File: config.mk
export PLATFORM = sky130hd
export DESIGN_NAME = wts_timer_counter_flat
export DESIGN_NICKNAME = d
export VERILOG_FILES = /design/src/rtl/wts_timer_counter_pkg.sv /design/src/rtl/wts_timer_counter_if.sv /design/src/rtl/wts_timer_channel.sv /design/src/rtl/wts_timer_counter.sv /design/src/flat_wrapper.sv
export SDC_FILE = /design/constraint.sdc
export NUM_CORES = 1
export LEC_CHECK = 0
export CORE_MARGIN = 2
export CORE_UTILIZATION = 45
export DETAILED_ROUTE_END_ITERATION = 8
export GPL_ROUTABILITY_DRIVEN = 0
export PLACE_DENSITY = 0.69
export SETUP_SLACK_MARGIN = 0.5
export SYNTH_ARGS = -nofsm -noshare
export SYNTH_HDL_FRONTEND = slang
export SYNTH_SLANG_ARGS = --single-unit
File: constraint.sdc
create_clock -name clk -period 4.8 [get_ports clk]
set_input_delay 0.72 -clock clk [delete_from_list [all_inputs] [get_ports clk]]
set_output_delay 0.72 -clock clk [all_outputs]
set_load 0.03 [all_outputs]
File: src/rtl/wts_timer_counter_pkg.sv
// Shared constants and types for the wave table sound dual interval timer.
package wts_timer_counter_pkg;

  localparam int unsigned WTS_TIMER_IDX_BITS = 7;

  typedef enum logic {
    IDLE = 1'b0,
    RUN  = 1'b1
  } wts_timer_state_e;

endpackage

File: src/rtl/wts_timer_counter_if.sv
// Register-block <-> timer bundle: per-channel controls in, trigger/address/busy out.
interface wts_timer_counter_if #(
  parameter int unsigned PERIOD_BITS = 16
);
  import wts_timer_counter_pkg::*;

  logic                          tick;
  logic [PERIOD_BITS-1:0]        timer1_period;
  logic                          timer1_start;
  logic                          timer1_stop;
  logic                          timer1_repeat;
  logic                          timer1_trigger;
  logic [WTS_TIMER_IDX_BITS-1:0] timer1_address;
  logic                          timer1_busy;
  logic [PERIOD_BITS-1:0]        timer2_period;
  logic                          timer2_start;
  logic                          timer2_stop;
  logic                          timer2_repeat;
  logic                          timer2_trigger;
  logic [WTS_TIMER_IDX_BITS-1:0] timer2_address;
  logic                          timer2_busy;

  modport master (
    output tick,
    output timer1_period, timer1_start, timer1_stop, timer1_repeat,
    output timer2_period, timer2_start, timer2_stop, timer2_repeat,
    input  timer1_trigger, timer1_address, timer1_busy,
    input  timer2_trigger, timer2_address, timer2_busy
  );

  modport slave (
    input  tick,
    input  timer1_period, timer1_start, timer1_stop, timer1_repeat,
    input  timer2_period, timer2_start, timer2_stop, timer2_repeat,
    output timer1_trigger, timer1_address, timer1_busy,
    output timer2_trigger, timer2_address, timer2_busy
  );

endinterface

File: src/rtl/wts_timer_channel.sv
// One timer channel: IDLE/RUN FSM, tick down-counter and 7-bit expiry index.
module wts_timer_channel
  import wts_timer_counter_pkg::*;
#(
  parameter int unsigned PERIOD_BITS = 16
) (
  input  logic                          clk,
  input  logic                          nreset,
  input  logic                          tick,
  input  logic [PERIOD_BITS-1:0]        period,
  input  logic                          start,
  input  logic                          stop,
  input  logic                          repeat_mode,
  output logic                          trigger,
  output logic [WTS_TIMER_IDX_BITS-1:0] address,
  output logic                          busy
);

  wts_timer_state_e              state;
  logic [PERIOD_BITS-1:0]        count;
  logic [WTS_TIMER_IDX_BITS-1:0] index;
  logic                          start_ok;

  // A start with a zero period is treated as absent, so stop/tick still apply.
  assign start_ok = start && (period != '0);
  assign busy     = (state == RUN);

  always_ff @(posedge clk or negedge nreset) begin
    if (!nreset) begin
      state   <= IDLE;
      count   <= '0;
      index   <= '0;
      trigger <= 1'b0;
      address <= '0;
    end else begin
      trigger <= 1'b0;
      if (start_ok) begin
        count <= period;
        index <= '0;
        state <= RUN;
      end else if (stop) begin
        state <= IDLE;
      end else if (state == RUN && tick) begin
        if (count != PERIOD_BITS'(1)) begin
          count <= count - 1'b1;
        end else begin
          trigger <= 1'b1;
          address <= index;
          index   <= index + 1'b1;
          if (repeat_mode) begin
            count <= period;
            if (period == '0) state <= IDLE;
          end else begin
            state <= IDLE;
          end
        end
      end
    end
  end

endmodule

File: src/rtl/wts_timer_counter.sv
// Dual programmable interval timer feeding the interrupt-status latch; wiring only.
module wts_timer_counter #(
  parameter int unsigned PERIOD_BITS = 16
) (
  input logic                clk,
  input logic                nreset,
  wts_timer_counter_if.slave bus
);

  wts_timer_channel #(.PERIOD_BITS(PERIOD_BITS)) u_timer1 (
    .clk         (clk),
    .nreset      (nreset),
    .tick        (bus.tick),
    .period      (bus.timer1_period),
    .start       (bus.timer1_start),
    .stop        (bus.timer1_stop),
    .repeat_mode (bus.timer1_repeat),
    .trigger     (bus.timer1_trigger),
    .address     (bus.timer1_address),
    .busy        (bus.timer1_busy)
  );

  wts_timer_channel #(.PERIOD_BITS(PERIOD_BITS)) u_timer2 (
    .clk         (clk),
    .nreset      (nreset),
    .tick        (bus.tick),
    .period      (bus.timer2_period),
    .start       (bus.timer2_start),
    .stop        (bus.timer2_stop),
    .repeat_mode (bus.timer2_repeat),
    .trigger     (bus.timer2_trigger),
    .address     (bus.timer2_address),
    .busy        (bus.timer2_busy)
  );

endmodule

File: src/flat_wrapper.sv
// flat-port wrapper written by rule: the top's interface ports become plain ports
module wts_timer_counter_flat 
#(
  parameter int unsigned PERIOD_BITS = 16
)
  (clk, nreset, bus_tick, bus_timer1_period, bus_timer1_start, bus_timer1_stop, bus_timer1_repeat, bus_timer2_period, bus_timer2_start, bus_timer2_stop, bus_timer2_repeat, bus_timer1_trigger, bus_timer1_address, bus_timer1_busy, bus_timer2_trigger, bus_timer2_address, bus_timer2_busy);
  wts_timer_counter_if #(.PERIOD_BITS(PERIOD_BITS)) bus_i ();
  input logic clk;
  input logic nreset;
  input wire logic [$bits(bus_i.tick)-1:0] bus_tick;
  input wire logic [$bits(bus_i.timer1_period)-1:0] bus_timer1_period;
  input wire logic [$bits(bus_i.timer1_start)-1:0] bus_timer1_start;
  input wire logic [$bits(bus_i.timer1_stop)-1:0] bus_timer1_stop;
  input wire logic [$bits(bus_i.timer1_repeat)-1:0] bus_timer1_repeat;
  input wire logic [$bits(bus_i.timer2_period)-1:0] bus_timer2_period;
  input wire logic [$bits(bus_i.timer2_start)-1:0] bus_timer2_start;
  input wire logic [$bits(bus_i.timer2_stop)-1:0] bus_timer2_stop;
  input wire logic [$bits(bus_i.timer2_repeat)-1:0] bus_timer2_repeat;
  output wire logic [$bits(bus_i.timer1_trigger)-1:0] bus_timer1_trigger;
  output wire logic [$bits(bus_i.timer1_address)-1:0] bus_timer1_address;
  output wire logic [$bits(bus_i.timer1_busy)-1:0] bus_timer1_busy;
  output wire logic [$bits(bus_i.timer2_trigger)-1:0] bus_timer2_trigger;
  output wire logic [$bits(bus_i.timer2_address)-1:0] bus_timer2_address;
  output wire logic [$bits(bus_i.timer2_busy)-1:0] bus_timer2_busy;
  assign bus_i.tick = bus_tick;
  assign bus_i.timer1_period = bus_timer1_period;
  assign bus_i.timer1_start = bus_timer1_start;
  assign bus_i.timer1_stop = bus_timer1_stop;
  assign bus_i.timer1_repeat = bus_timer1_repeat;
  assign bus_i.timer2_period = bus_timer2_period;
  assign bus_i.timer2_start = bus_timer2_start;
  assign bus_i.timer2_stop = bus_timer2_stop;
  assign bus_i.timer2_repeat = bus_timer2_repeat;
  assign bus_timer1_trigger = bus_i.timer1_trigger;
  assign bus_timer1_address = bus_i.timer1_address;
  assign bus_timer1_busy = bus_i.timer1_busy;
  assign bus_timer2_trigger = bus_i.timer2_trigger;
  assign bus_timer2_address = bus_i.timer2_address;
  assign bus_timer2_busy = bus_i.timer2_busy;
  wts_timer_counter #(.PERIOD_BITS(PERIOD_BITS)) u_core (.clk(clk), .nreset(nreset), .bus(bus_i));
endmodule
==> metrics.cfg, run 1 <==
[routing]
ant_nets = 0
routed_wirelength_um = 9260
routed_via_density = 6.12
drc_errors = 0
wl_per_cell_um = 17.3
drt_iter0_markers = 220
vias = 3272
first_pass_iters = 4

[sta]
period_share = 0.658
fin_worst_skew_ns = 0.0148
finalSetupTns_ns = 0
rsz0062_at_grt = false
finalSetupViolCount = 0
maxSlewViolCount = 0
max_freq_ghz = 0.317
hold_viol = 0
max_slew_margin = 0.375
tightest_slew_ns = 0.937
period_minus_slack_ns = 3.16

[finish]
final_nets = 475
fin_util = 0.579
layout.cells.most_common_list = 64 x dfrtp_1, 57 x clkdlybuf4s50_1, 40 x nor2_1, 26 x nand2_1, 21 x nor3_1
layout-drive-gt1-share = 0.129
areaGrowthSynthToFinish_pct = 23.5
mostFrequentLayoutCell = dfrtp_1
stdcell_count = 535
antenna_cells = 0
fillCellCount = 689

[power_and_ir_drop]
leakagePower_nw = 1.82
ir_drop_mv = 0.184
cellPowerDensity_mw_per_mm2 = 284
p_clk_frac = 0.404
combPwrFrac = 0.126
seq_power_share = 0.469
p_sw_mw = 0.353
swShare = 0.275
p_int_mw = 0.932

[synthesis]
ys_async_sr_fraction = 1.00
ys_warn_count = 0
synth_flop_cell = dfrtp_1
synth-edff-count = 0
ys_ff_latch = 64
syn_inst = 371
synth_area_mm2 = 0.00366
syn_nets = 418
avgSynthCellArea_um2 = 9.87
yosysUniqueCellTypes = 63
seq_area_frac_synth = 0.437

[global_route]
grt_antenna_before_repair = 0
grt_pass1_vias = 3208
gr-total-overflow = 0
grt_max_degree = 65
grt_pass1_wl_um = 15600
grtUsageTotal = 0.224

[cts]
htree_levels = 3
cts_setup_buffers = 0
numClockSinks = 64
cts.hold.buffers_added = 0
cts_tree = built
cts_resized = 0
clk_pin_slew_ns = 0.08
cts_made_buffers = 9
clk_latency_ns = 0.34
cts_root_buffer = clkbuf_8
clock_path_buffers = 2

[die]
io_pins = 59
core_area_mm2 = 0.00781
fp-row-count = 32
chipHeight_um = 94.2
dieWidth_um = 94.2
start_util = 0.469
dieArea_mm2 = 0.00888

[setup_path]
cp_slowest_stage_delay_ns = 0.83
path_buf_inv = 1
crit_family = simple AND/OR/NAND/NOR gates
startpoint_type = input port
cp_cell_sequence = clkdlybuf4s50_1, nor4_1, a41oi_2, nor3_1, a32oi_1, o21ai_0
cp.required_ns = 5.05
critPathArrivalTime_ns = 3.40
critPathCaptureType = register
crit_slowest_cell = nor3_1
critical_path.max_fanout = 12
path_class = input port to register

[place]
place_inst = 519
hpwlAfterDp_um = 6530
numPortBuffers = 58

[hold_path]
holdCritPathClass = register to register

[run_status]
status = completed

[job]
cap_violations = 0

==> sequential cells by signal, indices dropped and copies added, names as in the netlist <==
name,flops
u_core.u_timer1.address,7
u_core.u_timer1.busy,1
u_core.u_timer1.count,16
u_core.u_timer1.index,7
u_core.u_timer1.trigger,1
u_core.u_timer2.address,7
u_core.u_timer2.busy,1
u_core.u_timer2.count,16
u_core.u_timer2.index,7
u_core.u_timer2.trigger,1
==> logic make-up after synthesis <==
logic type	after synthesis	share of synthesized area
muxes	16	0.0489
and+or+nand+nor	167	0.258
buffers and inverters	24	0.0314
AOI/OAI and AO/OA	83	0.177
adders and majority gates	6	0.0205
DFF	64	0.437
xor gates and xnor gates	11	0.0263
==> power by group through the flow <==
stage	clock network (mW)	logic [mW]	registers, mW
6_report	0.520	0.162	0.603
4_1_cts	0.528	0.162	0.602
2_1_floorplan	0	0.0871	0.605
5_1_grt	0.553	0.179	0.608
3_3_place_gp	0	0.159	0.613
3_5_place_dp	0	0.161	0.612
==> layer usage <==
layer,track usage,part of all wire,wire [µm]
met1,0.306,0.46,4230
met2,0.339,0.45,4180
met3,0.0570,0.065,601
met4,0.0894,0.026,245
met5,0,0,0
==> final timing paths <==
path                                       startpoint                          to  slack [ns]  depth (start not counted)
max in group asynchronous                      nreset    u_core.u_timer2.index[2]        3.73                          2
max                              bus_timer1_period[0]    u_core.u_timer1.count[7]        1.64                          6
max reg2reg                 u_core.u_timer2.count[10]   u_core.u_timer2.count[12]        2.20                          5
min in group asynchronous                      nreset   u_core.u_timer2.count[10]        0.54                          2
min                        u_core.u_timer2.address[4]  u_core.u_timer2.address[4]        0.51                          1
min reg2reg                u_core.u_timer2.address[4]  u_core.u_timer2.address[4]        0.51                          1
==> synth_stat cells (3+ instances only) <==
library cell | number | share of area
nand3_1 | 15 | 0.020
a31o_2 | 3 | 0.0072
nor3_1 | 21 | 0.029
buf_6 | 3 | 0.0092
nor3b_1 | 5 | 0.010
xor2_1 | 5 | 0.012
clkbuf_1 | 9 | 0.0092
and3_1 | 11 | 0.019
xnor2_1 | 6 | 0.014
nor4_1 | 14 | 0.024
nand4_1 | 9 | 0.015
dfrtp_1 | 64 | 0.44
ha_1 | 6 | 0.020
o211ai_1 | 3 | 0.0061
a32oi_1 | 5 | 0.012
and4_1 | 3 | 0.0072
o21ai_0 | 15 | 0.020
mux2_2 | 15 | 0.046
or3_1 | 3 | 0.0051
nor4_2 | 4 | 0.014
a311oi_1 | 5 | 0.012
o311ai_0 | 4 | 0.0096
inv_1 | 10 | 0.010
nand2_1 | 26 | 0.027
a211oi_1 | 7 | 0.014
a21oi_1 | 12 | 0.016
nor2_1 | 40 | 0.041
==> cell type report <==
| class | count | area (µm²) | share of cell area |
|---|---|---|---|
| inverter | 10 | 37.5 | 0.00830 |
| multi-input combinational | 283 | 1950 | 0.430 |
| tap | 102 | 128 | 0.0282 |
| timing repair buffer | 60 | 591 | 0.131 |
| clock inverter | 7 | 95.1 | 0.0210 |
| clock buffer | 9 | 124 | 0.0274 |
| sequential | 64 | 1600 | 0.354 |
==> worst reg2reg max path, stage by stage (launching register included) <==
cell	delay, ns
dfrtp_1	0.41
nor4_2	0.64
and4_1	0.65
a31oi_4	0.28
and3_1	0.25
a211o_1	0.26
==> per-stage QoR <==
step / total power [mW] / hold slack, ns / setup slack, ns / instance area (µm²)
3_5_place_dp: 0.774 / 0.496 / 1.32 / 4300
2_1_floorplan: 0.692 / 0.424 / 2.51 / 3660
6_report: 1.29 / 0.509 / 1.64 / 4520
3_3_place_gp: 0.771 / 0.493 / 1.33 / 4300
4_1_cts: 1.29 / 0.514 / 1.68 / 4520
5_1_grt: 1.34 / 0.525 / 1.48 / 4520
Power figures use the tool's default switching activity.
==> inputs of run 2 (changes only) <==
Settings changed: PLACE_DENSITY 0.69 to 0.72.
Clock period 4.8 ns to 2.6 ns, I/O delays scaled along.
==> metrics.cfg, run 2 (same netlist as run 1, synthesis figures left out) <==
[run_status]
status = completed

[sta]
period_minus_slack_ns = 2.05
hold_viol = 0  ; unchanged
rsz0062_at_grt = true
tightest_slew_ns = 0.464  ; -0.473 ns
max_freq_ghz = 0.487
maxSlewViolCount = 0  ; unchanged
fin_worst_skew_ns = 0.0192  ; +0.00434 ns
max_slew_margin = 0.688  ; +0.313
finalSetupViolCount = 0  ; unchanged
period_share = 0.789

[finish]
final_nets = 524  ; +10%
layout.cells.most_common_list = 59 x dfrtp_1, 54 x clkdlybuf4s50_1, 42 x buf_4, 40 x nor2_1, 25 x nand2_1
mostFrequentLayoutCell = dfrtp_1
areaGrowthSynthToFinish_pct = 39.8
layout-drive-gt1-share = 0.270  ; +0.140
fin_util = 0.656  ; +0.0768
top_regs = u_core.u_timer1.count: 16 flops, u_core.u_timer2.count: 16 flops
antenna_cells = 0  ; unchanged

[cts]
htree_levels = 3  ; unchanged
clk_pin_slew_ns = 0.08  ; about the same
cts_tree = built
clock_path_buffers = 2  ; unchanged
cts_root_buffer = clkbuf_8
clk_latency_ns = 0.34  ; about the same
cts.hold.buffers_added = 0  ; unchanged
numClockSinks = 64  ; unchanged
cts_made_buffers = 9  ; unchanged

[setup_path]
startpoint_type = register
crit_family = simple AND/OR/NAND/NOR gates
critPathArrivalTime_ns = 2.29  ; -1.11 ns
path_class = register to register
worstSetupStartpoint = u_core.u_timer2.count[1]
critPathCaptureType = register
critical_path.max_fanout = 6  ; -6
worstSetupPathDepth = 8  ; +2
cp_cell_sequence = inv_2, ha_4, nor4b_4, and4_4, a31oi_4, buf_6, o311a_1, a211o_1
cp.required_ns = 2.84  ; -2.21 ns
reg2regPathDepth = 8  ; +3
cp-endpoint = u_core.u_timer2.count[11]
path_buf_inv = 2  ; +1
crit_slowest_cell = dfrtp_1
cp_slowest_stage_delay_ns = 0.39  ; -0.44 ns
r2r_end = u_core.u_timer2.count[11]
reg2reg_setup_slack_ns = 0.55  ; -1.65 ns
reg2reg_from = u_core.u_timer2.count[1]

[routing]
routed_wirelength_um = 10300  ; +11%
ant_nets = 0  ; unchanged
routed_via_density = 6.05  ; -1.0%
wl_per_cell_um = 17.6  ; +1.4%
first_pass_iters = 4  ; unchanged
drt_iter0_markers = 189  ; -14%
vias = 3536  ; +8.1%
drc_errors = 0  ; unchanged

[global_route]
grt_pass1_vias = 3403  ; +6.1%
grt_max_degree = 65  ; unchanged
grtUsageTotal = 0.232  ; +0.00838
grt_antenna_before_repair = 0  ; unchanged
grt_pass1_wl_um = 16200  ; +3.7%
gr-total-overflow = 0  ; unchanged

[power_and_ir_drop]
totalPowerFinal_mw = 2.39  ; +86%
cellPowerDensity_mw_per_mm2 = 466  ; +64%
leakagePower_nw = 2.13  ; +17%
ir_drop_mv = 0.295  ; +60%

[die]
fp-row-count = 32  ; unchanged
dieArea_mm2 = 0.00888  ; unchanged
io_pins = 59  ; unchanged
start_util = 0.469  ; unchanged
dieWidth_um = 94.2  ; unchanged
chipHeight_um = 94.2  ; unchanged
core_area_mm2 = 0.00781  ; unchanged

[hold_path]
holdCritPathClass = input port to async pin

[job]
cap_violations = 0  ; unchanged

[place]
numPortBuffers = 58  ; unchanged
hpwlAfterDp_um = 6770  ; +3.7%

-- run 2: changes by cell type in the layout (fill, tap and decap cells not counted), moves of 3 or more --
| cell | before | now |
|---|---|---|
| dfrtp_1 | 64 | 59 |
| buf_6 | 0 | 4 |
| nor4_4 | 1 | 6 |
| a211oi_1 | 7 | 3 |
| dfrtp_2 | 0 | 5 |
| clkdlybuf4s50_1 | 57 | 54 |
| nor4_1 | 14 | 8 |
| a211oi_2 | 0 | 4 |
| dlymetal6s2s_1 | 0 | 3 |
| buf_4 | 2 | 42 |
-- run 2: worst reg2reg max path: cells and delay by family, from the launching register on --
kind | cells | cell delay [ns]
AO/OA/AOI/OAI | 3 | 0.51
adder cells (fa/ha/maj) | 1 | 0.14
buffers and inverters | 2 | 0.28
flip-flops | 1 | 0.39
AND/OR/NAND/NOR | 2 | 0.63
-- run 2: per-layer routing --
metal,track usage,vias to the layer above,part of all wire
li1,-,1637,-
met1,0.306,1726,0.41
met2,0.374,156,0.50
met3,0.0538,17,0.073
met4,0.0833,0,0.015
met5,0,-,0
-- run 2: worst min-delay path by stage --
stage,startpoint,end,slack (ns),cells past startpoint
final,nreset,u_core.u_timer2.count[11],0.03,2
after global routing,nreset,u_core.u_timer2.count[12],0.06,2
after CTS,nreset,u_core.u_timer2.count[14],0.06,2
after detailed placement,nreset,u_core.u_timer2.count[14],0.43,2
after global placement,nreset,u_core.u_timer2.count[15],0.43,2
after floorplan,nreset,u_core.u_timer1.address[0],0.09,0
-- run 2: where the power goes --
part | switching (mW) | internal (mW) | leakage (nW)
clock | 0.410 | 0.472 | 0.103
sequential | 0.0805 | 1.05 | 0.807
combinational | 0.193 | 0.187 | 1.22
total | 0.683 | 1.71 | 2.13
-- run 2: metrics by stage --
step	hold WS (ns)	area [µm²]	setup TNS, ns	instances	setup WS [ns]
after floorplan	0.0944	3660	0	371	0.606
after global placement	0.429	4530	-0.0875	547	-0.0129
after detailed placement	0.430	4530	-0.215	547	-0.0443
after CTS	0.0582	4910	0	575	0.503
after global routing	0.0588	5120	0	584	0.452
final	0.0314	5120	0	584	0.548
-- run 2: area by class of cell --
class                           count  area, µm²
Fill cell                         602       2690
Multi-Input combinational cell    285       2150
Sequential cell                    64       1610
Timing Repair Buffer              107        998
Clock buffer                       10        138
Tap cell                          102        128
Clock inverter                      6       65.1
Inverter                           10       37.5
-- run 2: repair_timing --
item / in CTS / in global routing
pin swaps: 6 / 11
setup buffers: 10 / 8
resized for setup: 16 / 31
cloned: 2 / 1
setup endpoints to repair: 43 / 44
